File: config.mk
export PLATFORM = sky130hd
export DESIGN_NAME = fetch_stage
export DESIGN_NICKNAME = d
export VERILOG_FILES = /design/src/rtl/fetch_stage.sv
export SDC_FILE = /design/constraint.sdc
export NUM_CORES = 1
export LEC_CHECK = 0
export BUFFER_PORTS_ARGS = -buffer_cell sky130_fd_sc_hd__buf_2
export CAP_MARGIN = 20
export CORE_AREA = 2 2 147 149
export CTS_BUF_LIST = sky130_fd_sc_hd__clkbuf_2 sky130_fd_sc_hd__clkbuf_4 sky130_fd_sc_hd__clkbuf_8
export CTS_CLUSTER_DIAMETER = 200
export DETAILED_ROUTE_END_ITERATION = 8
export DIE_AREA = 0 0 149 151
export PLACE_DENSITY = 0.78
export SLEW_MARGIN = 0
export SYNTH_ARGS = -nofsm -noshare
export SYNTH_HDL_FRONTEND = slang
export SYNTH_SLANG_ARGS = --single-unit
File: constraint.sdc
create_clock -name i_clk -period 4.7 [get_ports i_clk]
set_clock_uncertainty 0.1 [all_clocks]
set_input_delay 0.705 -clock i_clk [delete_from_list [all_inputs] [get_ports i_clk]]
set_output_delay 0.705 -clock i_clk [all_outputs]
set_load 0.01 [all_outputs]
File: src/rtl/fetch_stage.sv
// fetch_stage
//   Instruction fetch stage feeding decode. Owns the fetch PC, issues word
//   requests over a valid/ready channel, accepts in-order responses, buffers
//   them in a 2-entry queue and presents one registered instruction/PC pair
//   per cycle. Responses belonging to a flushed path are discarded.
//
// Ports
//   i_clk, i_rst_n     clock, asynchronous active-low reset
//   i_stall            decode cannot accept; hold or_*
//   i_flush            redirect request (wins over stall)
//   i_redirect_pc      new PC, sampled with i_flush
//   o_imem_req_valid   request valid
//   o_imem_addr        word address of the request
//   i_imem_req_ready   memory accepts request on valid & ready
//   i_imem_rsp_valid   response word valid (in order)
//   i_imem_rsp_data    response word
//   or_inst, or_pc     registered instruction and its PC
//   or_valid           or_inst/or_pc hold a real instruction
module fetch_stage #(
    parameter int unsigned     XLEN     = 32,
    parameter logic [XLEN-1:0] RESET_PC = 32'h0000_0000,
    parameter logic [XLEN-1:0] NOP_INST = 32'h0000_0013
) (
    input  logic            i_clk,
    input  logic            i_rst_n,
    input  logic            i_stall,
    input  logic            i_flush,
    input  logic [XLEN-1:0] i_redirect_pc,
    output logic            o_imem_req_valid,
    output logic [XLEN-1:0] o_imem_addr,
    input  logic            i_imem_req_ready,
    input  logic            i_imem_rsp_valid,
    input  logic [XLEN-1:0] i_imem_rsp_data,
    output logic [XLEN-1:0] or_inst,
    output logic [XLEN-1:0] or_pc,
    output logic            or_valid
);

    localparam logic [XLEN-1:0] ALIGN_MASK = {{(XLEN-2){1'b1}}, 2'b00};
    localparam logic [XLEN-1:0] PC_STEP    = XLEN'(4);

    logic [XLEN-1:0] pc_q, pc_d;
    logic [XLEN-1:0] rsp_pc_q, rsp_pc_d;
    logic [1:0]      outstanding_q, outstanding_d;
    logic [1:0]      drop_q, drop_d;
    logic [1:0]      count_q, count_d;
    logic [XLEN-1:0] q_inst_q [2];
    logic [XLEN-1:0] q_inst_d [2];
    logic [XLEN-1:0] q_pc_q [2];
    logic [XLEN-1:0] q_pc_d [2];
    logic            or_valid_q, or_valid_d;
    logic [XLEN-1:0] or_inst_q, or_inst_d;
    logic [XLEN-1:0] or_pc_q, or_pc_d;

    logic            req_valid;
    logic            req_fire;
    logic            rsp_take;

    // Credit: requests in flight plus queued words may never exceed the
    // queue depth, so a stalled decode can always absorb every response.
    always_comb begin
        req_valid = i_rst_n && !i_flush &&
                    (({1'b0, outstanding_q} + {1'b0, count_q}) < 3'd2);
        req_fire  = req_valid && i_imem_req_ready;
        rsp_take  = i_imem_rsp_valid && !i_flush && (drop_q == 2'd0);
    end

    assign o_imem_req_valid = req_valid;
    assign o_imem_addr      = pc_q;
    assign or_inst          = or_inst_q;
    assign or_pc            = or_pc_q;
    assign or_valid         = or_valid_q;

    always_comb begin
        pc_d          = pc_q;
        rsp_pc_d      = rsp_pc_q;
        outstanding_d = outstanding_q;
        drop_d        = drop_q;
        count_d       = count_q;
        q_inst_d      = q_inst_q;
        q_pc_d        = q_pc_q;
        or_valid_d    = or_valid_q;
        or_inst_d     = or_inst_q;
        or_pc_d       = or_pc_q;

        if (req_fire) begin
            outstanding_d = outstanding_d + 2'd1;
        end
        if (i_imem_rsp_valid) begin
            outstanding_d = outstanding_d - 2'd1;
        end

        if (i_flush) begin
            pc_d       = i_redirect_pc & ALIGN_MASK;
            rsp_pc_d   = i_redirect_pc & ALIGN_MASK;
            // Everything still outstanding after this cycle is stale.
            drop_d     = i_imem_rsp_valid ? (outstanding_q - 2'd1) : outstanding_q;
            count_d    = 2'd0;
            or_valid_d = 1'b0;
            or_inst_d  = NOP_INST;
        end else begin
            if (req_fire) begin
                pc_d = pc_q + PC_STEP;
            end
            if (i_imem_rsp_valid && (drop_q != 2'd0)) begin
                drop_d = drop_q - 2'd1;
            end
            if (rsp_take) begin
                rsp_pc_d = rsp_pc_q + PC_STEP;
            end

            if (!i_stall) begin
                if (count_q != 2'd0) begin
                    or_valid_d  = 1'b1;
                    or_inst_d   = q_inst_q[0];
                    or_pc_d     = q_pc_q[0];
                    q_inst_d[0] = q_inst_q[1];
                    q_pc_d[0]   = q_pc_q[1];
                    if (rsp_take) begin
                        // Post-pop tail slot: index 0 when one entry was held, 1 when two.
                        q_inst_d[count_q[1]] = i_imem_rsp_data;
                        q_pc_d[count_q[1]]   = rsp_pc_q;
                    end else begin
                        count_d = count_q - 2'd1;
                    end
                end else if (rsp_take) begin
                    or_valid_d = 1'b1;
                    or_inst_d  = i_imem_rsp_data;
                    or_pc_d    = rsp_pc_q;
                end else begin
                    or_valid_d = 1'b0;
                    or_inst_d  = NOP_INST;
                end
            end else if (rsp_take) begin
                // Credit guarantees count_q < 2 here.
                q_inst_d[count_q[0]] = i_imem_rsp_data;
                q_pc_d[count_q[0]]   = rsp_pc_q;
                count_d              = count_q + 2'd1;
            end
        end
    end

    always_ff @(posedge i_clk or negedge i_rst_n) begin
        if (!i_rst_n) begin
            pc_q          <= RESET_PC & ALIGN_MASK;
            rsp_pc_q      <= RESET_PC & ALIGN_MASK;
            outstanding_q <= 2'd0;
            drop_q        <= 2'd0;
            count_q       <= 2'd0;
            for (int unsigned i = 0; i < 2; i++) begin
                q_inst_q[i] <= '0;
                q_pc_q[i]   <= '0;
            end
            or_valid_q    <= 1'b0;
            or_inst_q     <= NOP_INST;
            or_pc_q       <= '0;
        end else begin
            pc_q          <= pc_d;
            rsp_pc_q      <= rsp_pc_d;
            outstanding_q <= outstanding_d;
            drop_q        <= drop_d;
            count_q       <= count_d;
            q_inst_q      <= q_inst_d;
            q_pc_q        <= q_pc_d;
            or_valid_q    <= or_valid_d;
            or_inst_q     <= or_inst_d;
            or_pc_q       <= or_pc_d;
        end
    end

endmodule

Yosys cells after proc, flatten, opt, wreduce, memory -nomap -nowiden

Cells that the tools add are included.

$lt $le $gt $ge: 5
Bitwise logic cells: 4
Add/sub/neg operators: 9
Reductions and logical operators: 22
Equality and inequality tests: 4
Multiplexer cells: 40

Operators by type and width:

| operator              | count |
|---|---|
| $mux 64               | 8 |
| $mux 32               | 12 |
| $bwmux 64             | 4 |
| $add 32x3->32 const B | 2 |
| $demux 32 s1          | 2 |
| $mux 2                | 10 |
| $reduce_bool 2->1     | 7 |
| $reduce_and 3->1      | 4 |
| $logic_and 1x1->1     | 8 |
| $sub 2x1->2 const B   | 4 |
| $add 2x1->2 const B   | 2 |
| $ge 2x2->1 const B    | 2 |
| $lt 2x1->1 const B    | 2 |
| $mux 1                | 4 |
| $ne 2x1->1 const B    | 2 |
| $not 1->2             | 2 |
| $add 2x2->3           | 1 |
| $lt 3x2->1 const B    | 1 |
| $ne 3x1->1 const B    | 1 |
| $ne 3x3->1 const B    | 1 |
| $reduce_bool 3->1     | 1 |
| $logic_not 2->1       | 1 |
| $not 1->1             | 2 |
| $logic_not 1->1       | 1 |

Word-level logic and storage cells: 96
Output and inout bits: 98
Input port bits: 70
Bits in registers: 263

Logic depth before layout (Yosys ltp)

Depth in word-level cells: 9
Mapped depth: 9
Mapped depth without buffers: 7

Worst setup path after synthesis

No wires, ideal clock.

Path type: reg2reg
From: register count_q[0]
To: register pc_q[13] (netlist: o_imem_addr[13])
Buffers on the path: 1
Clock period less this slack: 2.590 ns
Stages on the path, launching flop included: 9
Required time: 4.475 ns
Library setup time: 0.125 ns
Arrival: 2.366 ns
Setup slack: 2.110 ns
Cells stage by stage: dfrtp_1 -> buf_2 -> and2_1 -> fa_1 -> nor4b_4 -> nand3_4 -> nor3_1 -> xor2_1 -> mux2_2

Cells in the longest elaborated chain, start to end: 5

RTL lines:

| element                            | RTL line | source |
|---|---|---|
| start: declaration                 | 46       | `logic [1:0] count_q, count_d;` |
| start signal: assignment           | 162      | `count_q <= count_d;` |
| $add 2x2->3                        | 63       | `(({1'b0, outstanding_q} + {1'b0, count_q}) < 3'd2);` |
| $lt 3x2->1                         | 63       |  |
| $logic_and 1x1->1                  | 62       | `req_valid = i_rst_n && !i_flush &&` |
| via o_imem_req_valid               | 29       | `output logic o_imem_req_valid,` |
| $logic_and 1x1->1                  | 64       | `req_fire = req_valid && i_imem_req_ready;` |
| $reduce_bool 2->1 (no source line) | --       |  |
| end signal: assignment             | 145      | `pc_q <= RESET_PC & ALIGN_MASK;` |
| end signal: assignment             | 158      | `pc_q <= pc_d;` |
| end: declaration                   | 42       | `logic [XLEN-1:0] pc_q, pc_d;` |

The timed path passes the listed nets, and every way through them passes these cells.
A chain may end at the register's enable or synchronous reset.

Final worst setup path

From: input port i_rst_n
To: output port o_imem_req_valid

Cells in the longest elaborated chain, start to end: 2

RTL lines:

| element                         | RTL line | source |
|---|---|---|
| start: declaration              | 25       | `input logic i_rst_n,` |
| $logic_and 1x1->1 (2 in series) | 62       |  |
| end: declaration                | 29       |  |

No other way between the ends.

==> metrics.csv <==
stage;metric;value;unit
final_layout;share of final-layout standard cells stronger than drive strength 1;22.1;%
detailed_routing;wire length after detailed routing;29000;um
synthesis;Synth Flop Type;dfrtp_1;
global_routing;antenna violations before repair;0;
detailed_routing;vias per cell;6.11;
sta;fraction of the cycle the final worst path needs;69.4;%
sta;Finish-stage setup viols;0;
critical_path;path type of the worst setup path;in -> out;
detailed_routing;number of vias in the routed layout;9510;
synthesis;sequential cell area fraction in the yosys report;54.7;%
critical_path;sort of element at the start of the critical path;primary input;
power_and_ir_drop;Lkg Pwr;0.00637;uW
sta;total count of hold-check failures in the final report;0;
final_layout;count of fill cells added during filler insertion;1621;
detailed_routing;initial detailed-routing violation count;804;
sta;Rel. slew slack;29.9;%
synthesis;average cell area after synthesis;10.5;um2
critical_path;CP Launch Point;i_rst_n;
final_layout;Final Net Count;1328;
clock_tree;clock tree from TritonCTS;done;
clock_tree;clock buffers created by TritonCTS;41;
floorplanning;vertical die dimension;151;um
clock_tree;Num Clock Sinks;256;
hold_path;Hold Crit Class;in -> reg;
final_layout;commonest cells after routing, fill and taps aside;dfrtp_1 (253), buf_2 (162), nor2_1 (97);
critical_path;Critical Path RT;3.89;ns
global_routing;GRT Overall Usage;26.1;%
final_layout;Seq. cell area;6410;um2
hold_path;number of cells on the worst hold path;2;
critical_path;launch point of the worst reg-to-reg path;count_q[0];
status;run status;finished, final reports clean;
clock_tree;H-tree depth reported by CTS;2;
floorplanning;core area;20800;um2
clock_tree;clock transition at the registers of the reported paths;0.06;ns
floorplanning;starting density of the core;56.3;%
detailed_routing;first drt pass iteration count;6;
final_layout;area growth from synthesis to layout;15.7;%
global_routing;largest net degree at the start of global routing;75;
sta;actual transition at the worst max-transition pin;1.05;ns
power_and_ir_drop;power density of the placed cells;522;nW/um2
final_layout;area of the multi-input gates;4780;um2
clock_tree;clk root buf;clkbuf_8;
global_routing;overflow left after global routing;0;
placement;Port Buffer Count;163;
clock_tree;clock latency at the later pin of the worst-skew pair;0.57;ns
sta;shortest period the worst path allows;3.26;ns
critical_path;Worst R2R Path Depth;6;
detailed_routing;DR DRC count;0;
sta;sum of negative setup slack;0;ns
critical_path;Data arrival, critical path;2.46;ns
floorplanning;die width;149;um
global_routing;first-pass GRT wire length;47300;um
detailed_routing;antenna-violating nets left;0;
clock_tree;post-CTS sizing;0;
floorplanning;die area;22500;um2
final_layout;most common cell after layout, fill and taps aside;dfrtp_1;
floorplanning;standard-cell row count;53;
critical_path;worst setup slack for register-to-register paths;1.79;ns
sta;post-route worst setup slack;1.44;ns
sta;number of max-slew violations in the final report;0;
placement;hpwl dp;18700;um
synthesis;number of distinct standard cells referenced by the synthesized netlist;63;
global_routing;number of global-route vias before repair;9120;
synthesis;Syn. warnings;0;
flow_run;number of max-cap violations;0;
detailed_routing;final routed wire length divided by cell count;18.7;um
final_layout;count of inserted antenna diode cells;0;
hold_path;end of the worst hold path;q_inst_q[4];
hold_path;startpoint of the most critical hold path;i_imem_rsp_data[4];
critical_path;type of destination of the critical path;primary output;
synthesis;netlist area before placement;11700;um2
synthesis;fraction of synthesis flops using an asynchronous set or reset pin;100;%
sta;setup repair after global routing missed its margin;false;
placement;Post-Place Worst Slack;1.79;ns
critical_path;worst-path maximum fanout;62;
synthesis;flop and latch count out of synthesis;256;
clock_tree;maximum buffer depth of the clock tree;3;
synthesis;number of flops mapped to enable cells by yosys;0;
sta;Highest Clock Rate;307;MHz
power_and_ir_drop;VDD IR max;0.228;mV
floorplanning;number of ports placed on the die boundary;168;
critical_path;endpoint of the most critical register-to-register path;o_imem_addr[17];
placement;routability cong.;0.917;
synthesis;Mapped Cells;1115;
clock_tree;Post CTS Setup Buffer Count;0;
==> worst max-delay path, stage by stage <==
cell and delay (ns):
dlygate4sd3_1 0.57, buf_8 0.36, nor4b_4 0.51, buf_2 0.23
==> sequential cells by signal, indices dropped and copies added, names as in the netlist <==
signal,flops
q_inst_q,64
q_pc_q,62
or_inst,32
or_pc,31
o_imem_addr,30
rsp_pc_q,30
count_q,2
drop_q,2
outstanding_q,2
or_valid,1
==> repair_timing <==
item,4_1_cts,5_1_grt
hold buffers,1,0
endpoints found under the setup margin,0,0
endpoints found under the hold margin,50,0
==> final cells by class <==
class / count / area share (%)
tap: 275 / 2.54
timing repair buffer: 181 / 7.20
sequential: 256 / 47.3
clock inverter: 8 / 0.803
inverter: 41 / 1.14
multi-input combinational: 732 / 35.2
clock buffer: 63 / 5.80
==> power by group <==
part | switching [uW] | leakage, uW | internal (uW)
Sequential | 441 | 0.00324 | 2850
Combinational | 976 | 0.00266 | 740
Clock | 884 | 0.000477 | 1180
==> synth_stat cells (3+ instances only) <==
| master | n | area share (%) |
|---|---|---|
| dfrtp_1 | 253 | 54 |
| nor2_1 | 99 | 3.2 |
| nand2_1 | 88 | 2.8 |
| a21oi_1 | 76 | 3.2 |
| a22o_1 | 63 | 4.7 |
| a22oi_1 | 62 | 4.0 |
| o21ai_0 | 61 | 2.6 |
| inv_1 | 40 | 1.3 |
| buf_2 | 38 | 1.6 |
| clkbuf_1 | 38 | 1.2 |
| nand3_1 | 34 | 1.5 |
| mux2i_1 | 31 | 2.6 |
| a222oi_1 | 28 | 2.4 |
| nand4_1 | 28 | 1.5 |
| xor2_1 | 24 | 1.8 |
| xnor2_1 | 17 | 1.3 |
| o211ai_1 | 11 | 0.70 |
| and2_1 | 9 | 0.48 |
| nor3_1 | 9 | 0.38 |
| o311ai_0 | 8 | 0.60 |
| and3_1 | 7 | 0.37 |
| buf_4 | 6 | 0.38 |
| mux2_2 | 6 | 0.58 |
| a31oi_1 | 5 | 0.27 |
| a21o_1 | 4 | 0.26 |
| and4_1 | 4 | 0.30 |
| ha_1 | 4 | 0.43 |
| nand2b_1 | 4 | 0.21 |
| nor4_4 | 4 | 0.73 |
| o311ai_1 | 4 | 0.30 |
| a211oi_1 | 3 | 0.19 |
| dfstp_2 | 3 | 0.67 |
| nor4_1 | 3 | 0.16 |
| o22a_1 | 3 | 0.22 |
==> layer usage <==
metal	GRT usage [%]	share of wire (%)
met5	0	0
met3	4.25	7.5
met1	38.6	44
met4	7.57	1.8
met2	40.1	47
==> cells by family (layout without fill, tap and decap cells) <==
logic type | after synthesis | after routing | synth area share, %
other | 1 | 2 | 0.0320
muxes | 38 | 38 | 3.32
AOI/OAI and AO/OA | 342 | 342 | 20.4
adders and majority gates | 5 | 5 | 0.598
and+or+nand+nor | 304 | 304 | 13.0
DFF | 256 | 256 | 54.7
buffers and inverters | 128 | 293 | 4.85
xor gates and xnor gates | 41 | 41 | 3.06
==> through the flow <==
| step | hold WS, ns | total power [uW] | area (um2) | utilization [%] | std cells |
|---|---|---|---|---|---|
| 3_5_place_dp | 0.366 | 5020 | 12600 | 60.7 | 1484 |
| 3_3_place_gp | 0.358 | 4930 | 12600 | 60.7 | 1484 |
| 2_1_floorplan | 0.309 | 4400 | 11700 | - | 1116 |
| 5_1_grt | 0.281 | 7500 | 13600 | 65.1 | 1556 |
| 6_report | 0.280 | 7070 | 13600 | 65.1 | 1556 |
| 4_1_cts | 0.263 | 7100 | 13600 | 65.1 | 1556 |
==> how the worst max path moves through the flow <==
stage          slack, ns          endpoint
3_3_place_gp        1.79        or_inst[6]
4_1_cts             1.41  o_imem_req_valid
6_report            1.44  o_imem_req_valid
2_1_floorplan       2.11   o_imem_addr[13]
3_5_place_dp        1.79   o_imem_addr[20]
5_1_grt             1.32  o_imem_req_valid
No activity file was read; power rests on OpenSTA's default activity.
